File: src/rtl/router_buffer.sv
// ---------------------------------------------------------------------------
// router_buffer
//   Router-side responder to the 4-port router controller. It grants a port
//   request (acknowledge), captures a DEPTH-word packet from the shared data
//   bus under st_router, then replays it under fw_router. All sequencing is
//   driven by the controller's strobes and addresses.
//
// Ports
//   clk, rst       rising-edge clock, asynchronous active-high reset
//   dp_on_bus      one-hot (or multi-hot) port select, [0]=DP1 .. [3]=DP4
//   data_bus       word driven by the selected DataPort
//   st_router      store strobe: write data_bus at inAddr
//   fw_router      forward strobe: read buffer at outAddr
//   inAddr/outAddr store / forward addresses (modulo DEPTH)
//   acknowledge    grant, high while IDLE and any port is on the bus
//   received       1-cycle pulse after the last word is stored
//   data_out       forwarded word, out_valid marks the cycle it is fresh
//   out_port       destination port, bits [1:0] of header word 0
//   src_port       index of the granted input port
//   busy           high while storing or forwarding
//   proto_err      sticky protocol error flag, cleared only by rst
//   dbg_state      current FSM state (0=IDLE, 1=STORE, 2=FORWARD)
//
// Handshake: there is no back-pressure. A strobe is a command that is acted
// on in the cycle it is high, provided it is legal in the current state.
// Illegal strobes (both at once, fw_router outside FORWARD, st_router in
// FORWARD) are dropped and raise proto_err.
// ---------------------------------------------------------------------------
module router_buffer #(
    parameter int DATA_W = 8,
    parameter int DEPTH  = 16,
    parameter int ADDR_W = 4
) (
    input  logic              clk,
    input  logic              rst,
    input  logic [3:0]        dp_on_bus,
    input  logic [DATA_W-1:0] data_bus,
    input  logic              st_router,
    input  logic              fw_router,
    input  logic [ADDR_W-1:0] inAddr,
    input  logic [ADDR_W-1:0] outAddr,
    output logic              acknowledge,
    output logic              received,
    output logic [DATA_W-1:0] data_out,
    output logic              out_valid,
    output logic [1:0]        out_port,
    output logic [1:0]        src_port,
    output logic              busy,
    output logic              proto_err,
    output logic [1:0]        dbg_state
);

    typedef enum logic [1:0] {
        S_IDLE    = 2'd0,
        S_STORE   = 2'd1,
        S_FORWARD = 2'd2
    } state_t;

    localparam logic [ADDR_W-1:0] LAST_ADDR = ADDR_W'(DEPTH - 1);

    state_t            r_state;
    state_t            w_next_state;

    logic [DATA_W-1:0] r_mem [DEPTH];
    logic [DATA_W-1:0] r_data_out;
    logic              r_out_valid;
    logic              r_received;
    logic [1:0]        r_out_port;
    logic [1:0]        r_src_port;
    logic              r_proto_err;

    logic              w_wr;
    logic              w_rd;
    logic              w_bad;
    logic [1:0]        w_lowest;

    // A write is legal in IDLE (it starts the packet) and in STORE; a read
    // only in FORWARD. Any strobe that is neither is a protocol error, which
    // also covers both strobes high together.
    assign w_wr  = st_router & ~fw_router & (r_state != S_FORWARD);
    assign w_rd  = fw_router & ~st_router & (r_state == S_FORWARD);
    assign w_bad = (st_router | fw_router) & ~w_wr & ~w_rd;

    // Lowest set bit wins when several ports are on the bus.
    always_comb begin
        w_lowest = 2'd0;
        if (dp_on_bus[0])      w_lowest = 2'd0;
        else if (dp_on_bus[1]) w_lowest = 2'd1;
        else if (dp_on_bus[2]) w_lowest = 2'd2;
        else if (dp_on_bus[3]) w_lowest = 2'd3;
    end

    // ---------------- FSM: state register ----------------
    always_ff @(posedge clk or posedge rst) begin
        if (rst) r_state <= S_IDLE;
        else     r_state <= w_next_state;
    end

    // ---------------- FSM: next state ----------------
    // Only the DEPTH-1 address ends a phase; other addresses may arrive in
    // any order.
    always_comb begin
        w_next_state = r_state;
        case (r_state)
            S_IDLE: begin
                if (w_wr) w_next_state = (inAddr == LAST_ADDR) ? S_FORWARD : S_STORE;
            end
            S_STORE: begin
                if (w_wr && inAddr == LAST_ADDR) w_next_state = S_FORWARD;
            end
            S_FORWARD: begin
                if (w_rd && outAddr == LAST_ADDR) w_next_state = S_IDLE;
            end
            default: w_next_state = S_IDLE;
        endcase
    end

    // ---------------- FSM: outputs ----------------
    always_comb begin
        acknowledge = (r_state == S_IDLE) & (|dp_on_bus);
        busy        = (r_state != S_IDLE);
        dbg_state   = r_state;
    end

    // ---------------- Datapath ----------------
    always_ff @(posedge clk or posedge rst) begin
        if (rst) begin
            r_src_port  <= 2'd0;
            r_out_port  <= 2'd0;
            r_received  <= 1'b0;
            r_data_out  <= '0;
            r_out_valid <= 1'b0;
            r_proto_err <= 1'b0;
        end else begin
            // The port is granted on the first store of a packet only.
            if (w_wr && r_state == S_IDLE) r_src_port <= w_lowest;
            // Word 0 is the header; its low bits name the destination.
            if (w_wr && inAddr == '0)      r_out_port <= data_bus[1:0];
            r_received  <= w_wr && (inAddr == LAST_ADDR);
            r_out_valid <= w_rd;
            if (w_rd)  r_data_out  <= r_mem[outAddr];
            if (w_bad) r_proto_err <= 1'b1;
        end
    end

    // Buffer contents are don't-care after reset, so no reset here.
    always_ff @(posedge clk) begin
        if (w_wr) r_mem[inAddr] <= data_bus;
    end

    assign received  = r_received;
    assign data_out  = r_data_out;
    assign out_valid = r_out_valid;
    assign out_port  = r_out_port;
    assign src_port  = r_src_port;
    assign proto_err = r_proto_err;

endmodule

File: config.mk
export PLATFORM = sky130hd
export DESIGN_NAME = router_buffer
export DESIGN_NICKNAME = d
export VERILOG_FILES = /design/src/rtl/router_buffer.sv
export SDC_FILE = /design/constraint.sdc
export NUM_CORES = 1
export LEC_CHECK = 0
export CAP_MARGIN = 40
export CORE_ASPECT_RATIO = 1.4
export CORE_UTILIZATION = 35
export CTS_CLUSTER_DIAMETER = 100
export DETAILED_ROUTE_END_ITERATION = 12
export HOLD_SLACK_MARGIN = 0.02
export SYNTH_ARGS = -nofsm -noshare
export SYNTH_HDL_FRONTEND = slang
export SYNTH_SLANG_ARGS = --single-unit
File: constraint.sdc
create_clock -name clk -period 1.97 [get_ports clk]
set_input_delay 0.394 -clock clk [delete_from_list [all_inputs] [get_ports clk]]
set_output_delay 0.394 -clock clk [all_outputs]
set_load 0.01 [all_outputs]
==> reports/results.tsv, run 1 <==
metric	value	unit
max_freq	527	MHz
clockBufferDepth	2	
die_area	0.0169	mm^2
worstSetupEndpointType	primary output	
antenna_cells	0	
synth-seq-area-share	74.6	%
vias	3176	
grt_max_degree	21	
cellLeakagePower	2.66	nW
path_cells	nor2_2 -> inv_1 -> clkdlybuf4s50_1	
synth-edff-count	128	
first_global_vias	3391	
worst-path-max-fanout	5	
worst_slack	0.0711	ns
seq_area	0.00427	mm^2
power_density	964	mW/mm^2
synth.distinct_cells	32	
yosysTopAreaCell	edfxtp_1	
cts_made_buffers	17	
cts_tree	built	
cts_hold_buf	0	
gp_congestion	0.781	
outcome	finished, final reports clean	
multi_input_area	0.00137	mm^2
grt_setup_unrepaired	no	
cp.arrival	1.50	ns
synth_fp_nets	334	
tightest_slew	0.620	ns
slew_viol_final	0	
io_buffer_count	42	
antenna_found_initial	0	
syn_to_final_growth	29.0	%
yosysWarningCount	0	
start_util	36.2	%
finalHoldViolations	0	
final_util	46.7	%
num_rows	54	
clkSinkCount	145	
hpwl	8920	um
fin_nets	438	
netlist.area_leader.share	67.1	%
max-cap-violations	0	
syn_inst	310	
grt_pass1_wl	19800	um
async_flop_share	11.7	%
ios	43	
wl	12900	um
setup_violations	0	
cp.required	1.58	ns
cts_root_buffer	clkbuf_16	
slowest_stage	clkdlybuf4s50_1	
fill_cells	1360	
met3_length	536	um
hp-class	primary input to asynchronous set/reset pin	
synth_commonest_cells	edfxtp_1, mux2i_1, nor2_1	
core-area	0.0158	mm^2
slew_headroom	58.5	%
syn_avg_cell_area	18.5	um^2
synth-seq-cells	145	
setup_tns	0	ns
wl_per_cell	20.6	um
pre_cts_slack	-0.232	ns
drt_iter0_drc	207	
wl_met2	7030	um
drt-pass1-iter-count	4	
synth_flop_cell	edfxtp_1	
ir_drop	0.664	mV
drc_errors	0	
wl_met1	5060	um
period_needed	1.90	ns
htreeDepth	4	
die_w	110	um
synth.cell_area	0.00572	mm^2
critPathKind	flop to primary output	
start_kind	flop	
clk_latency	0.41	ns
ant_nets	0	
clock_skew	0.00767	ns
track_usage	16.6	%
crit_path_max_incr_delay	0.53	ns
total_power	7.12	mW
critPathBufInv	2	
fp.dieH	153	um
synth.most_common_cell	edfxtp_1	
path_delay_family	buffers and inverters	
clk_pin_slew	0.06	ns
overflow	0	
vias_per_cell	5.10	
topRoutingLayerUsed	met4	
drive_gt1_share	24.8	%
min_period_over_period	96.4	%
synth_area_leaders	edfxtp_1, dfrtp_1, mux2i_1, mux4_2, mux4_1	
-- metrics by stage --
stage	hold WS, ns	std cells	cell area (um^2)
after floorplan	0.320	310	5740
after global placement	0.452	591	6780
after detailed placement	0.458	591	6780
after CTS	0.314	623	7380
after global routing	0.328	623	7390
final	0.312	623	7390
-- flip-flops by register name (all words and copies together), names as in the netlist --
| signal | flops |
|---|---|
| dbg_state | 2 |
| out_port | 2 |
| proto_err | 1 |
| r_mem | 128 |
| data_out | 8 |
| src_port | 2 |
| received | 1 |
| out_valid | 1 |
-- logic make-up after synthesis --
logic type / Yosys count / share of synthesized area, %
AOI/OAI and AO/OA: 38 / 4.79
buffers and inverters: 17 / 1.90
DFF: 145 / 74.6
muxes: 60 / 14.3
and+or+nand+nor: 50 / 4.39
-- worst reg2reg max path: cells and delay by family (launching register included) --
kind                   cells  cell delay, ns
and+or+nand+nor            4            0.90
DFF                        1            0.44
buffers and inverters      1            0.21
-- report_power, final --
group	internal [mW]	leakage, nW	switching, mW
logic	0.233	1.01	0.222
registers	3.38	1.35	0.0261
clock network	2.01	0.291	1.26
total	5.62	2.66	1.50
-- worst paths after layout --
kind                              start          end  slack [ns]  cells past startpoint
min in group clk              proto_err    proto_err        0.46                      1
min reg2reg                   proto_err    proto_err        0.46                      1
min                                 rst  src_port[0]        0.31                      3
max reg2reg                dbg_state[1]  r_mem[3][2]        0.11                      5
max in group asynchronous           rst  data_out[2]        1.43                      3
max                        dbg_state[1]         busy        0.07                      3
-- layout by cell type, fill, tap and decap left out, types with 5 or more instances in the layout --
| master | n |
|---|---|
| clkdlybuf4s50_1 | 40 |
| o32a_1 | 8 |
| dfrtp_1 | 17 |
| o22a_1 | 8 |
| buf_4 | 51 |
| edfxtp_1 | 128 |
| mux4_2 | 12 |
| nor2_1 | 26 |
| o21ai_0 | 13 |
| nand2_1 | 5 |
| mux2i_1 | 40 |
| inv_1 | 5 |
| clkbuf_16 | 17 |
-- per-layer routing --
layer	global-route usage (%)	up-vias
met2	28.2	79
li1	-	1452
met5	0	-
met3	4.43	14
met4	6.54	0
met1	19.6	1631
-- repair_timing --
action / in CTS / in global routing
gates cloned: 0 / 0
setup buffers: 0 / 0
gates resized for setup: 1 / 1
setup endpoints to repair: 1 / 1
pin swaps: 0 / 0
hold endpoints to repair: 0 / 0
-- layout make-up --
cell class / count / share of cell area (%)
clock inverter: 14 / 2.41
tap: 196 / 3.32
multi-input combinational: 148 / 18.5
inverter: 5 / 0.254
sequential: 145 / 57.8
clock buffer: 18 / 5.81
timing repair buffer: 97 / 11.9
(Power assumes the default switching activity.)
==> inputs of run 2 (changes only) <==
- ABC_AREA: unset -> 1
==> run 2 against run 1 <==
Effect of this change: setup slack improved by 0.081 ns; flip-flop and latch count did not move; via count rose by 36%; routed wire length rose by 5.3%; first-iteration DRC count rose by 60%; register-to-register slack improved by 0.12 ns; non-clock buffer count fell by 12; hold slack barely moved; core utilization fell by 1.4 points; count of clock-buffer cells in the layout rose by 4; combinational power rose by 72%.
==> reports/results.tsv, run 2 <==
metric	value	unit	change
grt_pass1_wl	21800	um	+9.9%
cts_tree	built		
gp_congestion	0.796		+1.9%
fp.dieH	161	um	+5.0%
fin_nets	733		+67%
min_period_over_period	92.3	%	-4.1 points
grt_setup_unrepaired	no		
ios	43		unchanged
vias_per_cell	4.50		-12%
start_util	36.1	%	-0.059 points
critPathKind	flop to primary output		
synth-edff-count	128		unchanged
start_kind	flop		
clock_skew	0.00859	ns	+0.000920 ns
first_global_vias	4233		+25%
core-area	0.0175	mm^2	+11%
largest_register_ff_count	128		unchanged
synth.cell_area	0.00632	mm^2	+10%
worst-path-max-fanout	4		-1
synth-seq-area-share	67.6	%	-7.0 points
io_buffer_count	42		unchanged
clk_pin_slew	0.06	ns	about the same
yosysTopAreaCell	edfxtp_1		
reg2reg_to	r_mem[5][5]		
slowest_stage	clkdlybuf4s50_1		
synth-seq-cells	145		unchanged
vias	4313		+36%
outcome	finished, final reports clean		
reg2regPathDepth	7		+2
die_area	0.0186	mm^2	+10%
path_delay_family	buffers and inverters		
slew_headroom	77.8	%	+19 points
cts_made_buffers	17		unchanged
yosysWarningCount	0		unchanged
async_flop_share	11.7	%	unchanged
reg2reg_from	dbg_state[1]		
antenna_cells	0		unchanged
r2r_slack	0.23	ns	+0.12 ns
numPlacedInstances	925		+57%
num_rows	57		+5.6%
cp.required	1.58	ns	about the same
synth_flop_cell	edfxtp_1		
clkSinkCount	145		unchanged
power_density	993	mW/mm^2	+3.0%
crit_path_max_incr_delay	0.52	ns	about the same
overflow	0		unchanged
wl	13500	um	+5.3%
path_cells	buf_4 -> clkdlybuf4s50_1		
synth_commonest_cells	nand2_1, edfxtp_1, inv_1		
grt_max_degree	49		+130%
whs	0.312	ns	+0.000265 ns
cellLeakagePower	3.44	nW	+30%
period_needed	1.82	ns	-0.0814 ns
synth.distinct_cells	23		-28%
fill_cells	1608		+18%
htreeDepth	4		unchanged
drive_gt1_share	11.5	%	-13 points
clk_latency	0.41	ns	about the same
drt_iter0_drc	331		+60%
cp.arrival	1.42	ns	-0.08 ns
track_usage	16.0	%	-0.61 points
finalNonFillerCells	958		+54%
worstSetupEndpointType	primary output		
final_common_cell	nand2_1		
hp-class	primary input to asynchronous set/reset pin		
regMostFlops	r_mem		
hpwl	9150	um	+2.5%
drt-pass1-iter-count	5		+1
synth.most_common_cell	nand2_1		
cts_root_buffer	clkbuf_16		
max-cap-violations	0		unchanged
setup_violations	0		unchanged
synth_fp_nets	652		+95%
max_freq	550	MHz	+4.5%
slew_viol_final	0		unchanged
syn_avg_cell_area	10.1	um^2	-46%
finalHoldViolations	0		unchanged
wl_per_cell	14.1	um	-32%
clockBufferDepth	2		unchanged
ir_drop	0.647	mV	-2.5%
netlist.area_leader.share	60.9	%	-6.3 points
drc_errors	0		unchanged
critPathBufInv	2		unchanged
syn_inst	628		+100%
final_cell_mix	nand2_1, edfxtp_1, inv_1		
synth_area_leaders	edfxtp_1, nand2_1, nand3_1, dfrtp_1, inv_1		
syn_to_final_growth	25.4	%	
tightest_slew	0.332	ns	-0.288 ns
die_w	116	um	+5.0%
antenna_found_initial	0		unchanged
ant_nets	0		unchanged
## run 2: cell count changes in the layout (fill, tap and decap cells not counted), moves of 8 or more
cell / delta
buf_4: -12
inv_1: +106
mux2i_1: -40
mux4_2: -12
nand2_1: +171
nand3_1: +92
nor2_1: +33
o21ai_0: -10
o22a_1: -8
o32a_1: -8
## run 2: worst register-to-register path, delay by kind of cell, from the launching register on
kind / cells / cell delay, ns
simple gates: 4 / 0.58
flops: 1 / 0.39
buf+inv: 3 / 0.48
## run 2: layout make-up
| type | instances | area, um^2 | area share, % |
|---|---|---|---|
| multi-input combinational | 343 | 1460 | 18.4 |
| tap | 236 | 295 | 3.73 |
| sequential | 145 | 4270 | 53.9 |
| timing repair buffer | 85 | 786 | 9.92 |
| clock inverter | 10 | 206 | 2.61 |
| clock buffer | 22 | 464 | 5.86 |
| inverter | 117 | 439 | 5.54 |
## run 2: what timing repair did
action                                  4_1_cts  5_1_grt
endpoints found under the hold margin         0        0
setup buffers                                 1        0
gates resized for setup                       2        0
hold buffers                                  0        0
endpoints found under the setup margin        2        0
## run 2: power by group
group	leakage [nW]	switching, mW	internal, mW
clock network	0.324	1.15	2.44
logic	1.75	0.418	0.365
registers	1.37	0.0528	3.45
total	3.44	1.62	6.25
## run 2: logic make-up after synthesis
kind of cell,after synthesis,synth area share (%)
multiplexers,1,0.178
flip-flops,145,67.6
AND/OR/NAND/NOR,336,22.4
AO/OA/AOI/OAI,6,0.535
buffers and inverters,140,9.27
## run 2: worst max path at each step
| stage | to | startpoint | slack, ns | cells after the start |
|---|---|---|---|---|
| after floorplan | r_mem[12][0] | dbg_state[1] | 0.27 | 5 |
| after global placement | acknowledge | dp_on_bus[0] | -0.06 | 4 |
| after detailed placement | acknowledge | dp_on_bus[0] | -0.06 | 4 |
| after CTS | dbg_state[1] | dbg_state[1] | 0.14 | 2 |
| after global routing | acknowledge | dbg_state[0] | 0.09 | 4 |
| final | dbg_state[1] | dbg_state[1] | 0.15 | 2 |
## run 2: per-layer routing
layer | global-route usage, % | vias to the layer above | wire length, um
li1 | - | 2161 | -
met5 | 0 | - | 0
met1 | 17.9 | 2047 | 5540
met2 | 28.1 | 88 | 7150
met4 | 7.79 | 0 | 403
met3 | 3.74 | 17 | 435
## run 2: per-stage QoR
step	utilization [%]	worst slack, ns	total power [mW]	area, um^2	setup TNS (ns)
floorplan	-	0.274	3.91	6320	0
global placement	41.5	-0.0643	4.35	7250	-0.0643
detailed placement	41.5	-0.0577	4.36	7250	-1.05
CTS	45.3	0.140	7.92	7920	0
global route	45.3	0.0854	8.13	7920	0
finish	45.3	0.153	7.87	7920	0
==> inputs of run 3 (changes only) <==
- SLEW_MARGIN: unset -> 15
==> results of run 3 <==
Final layout, timing and power as in run 2 (identical DEF).
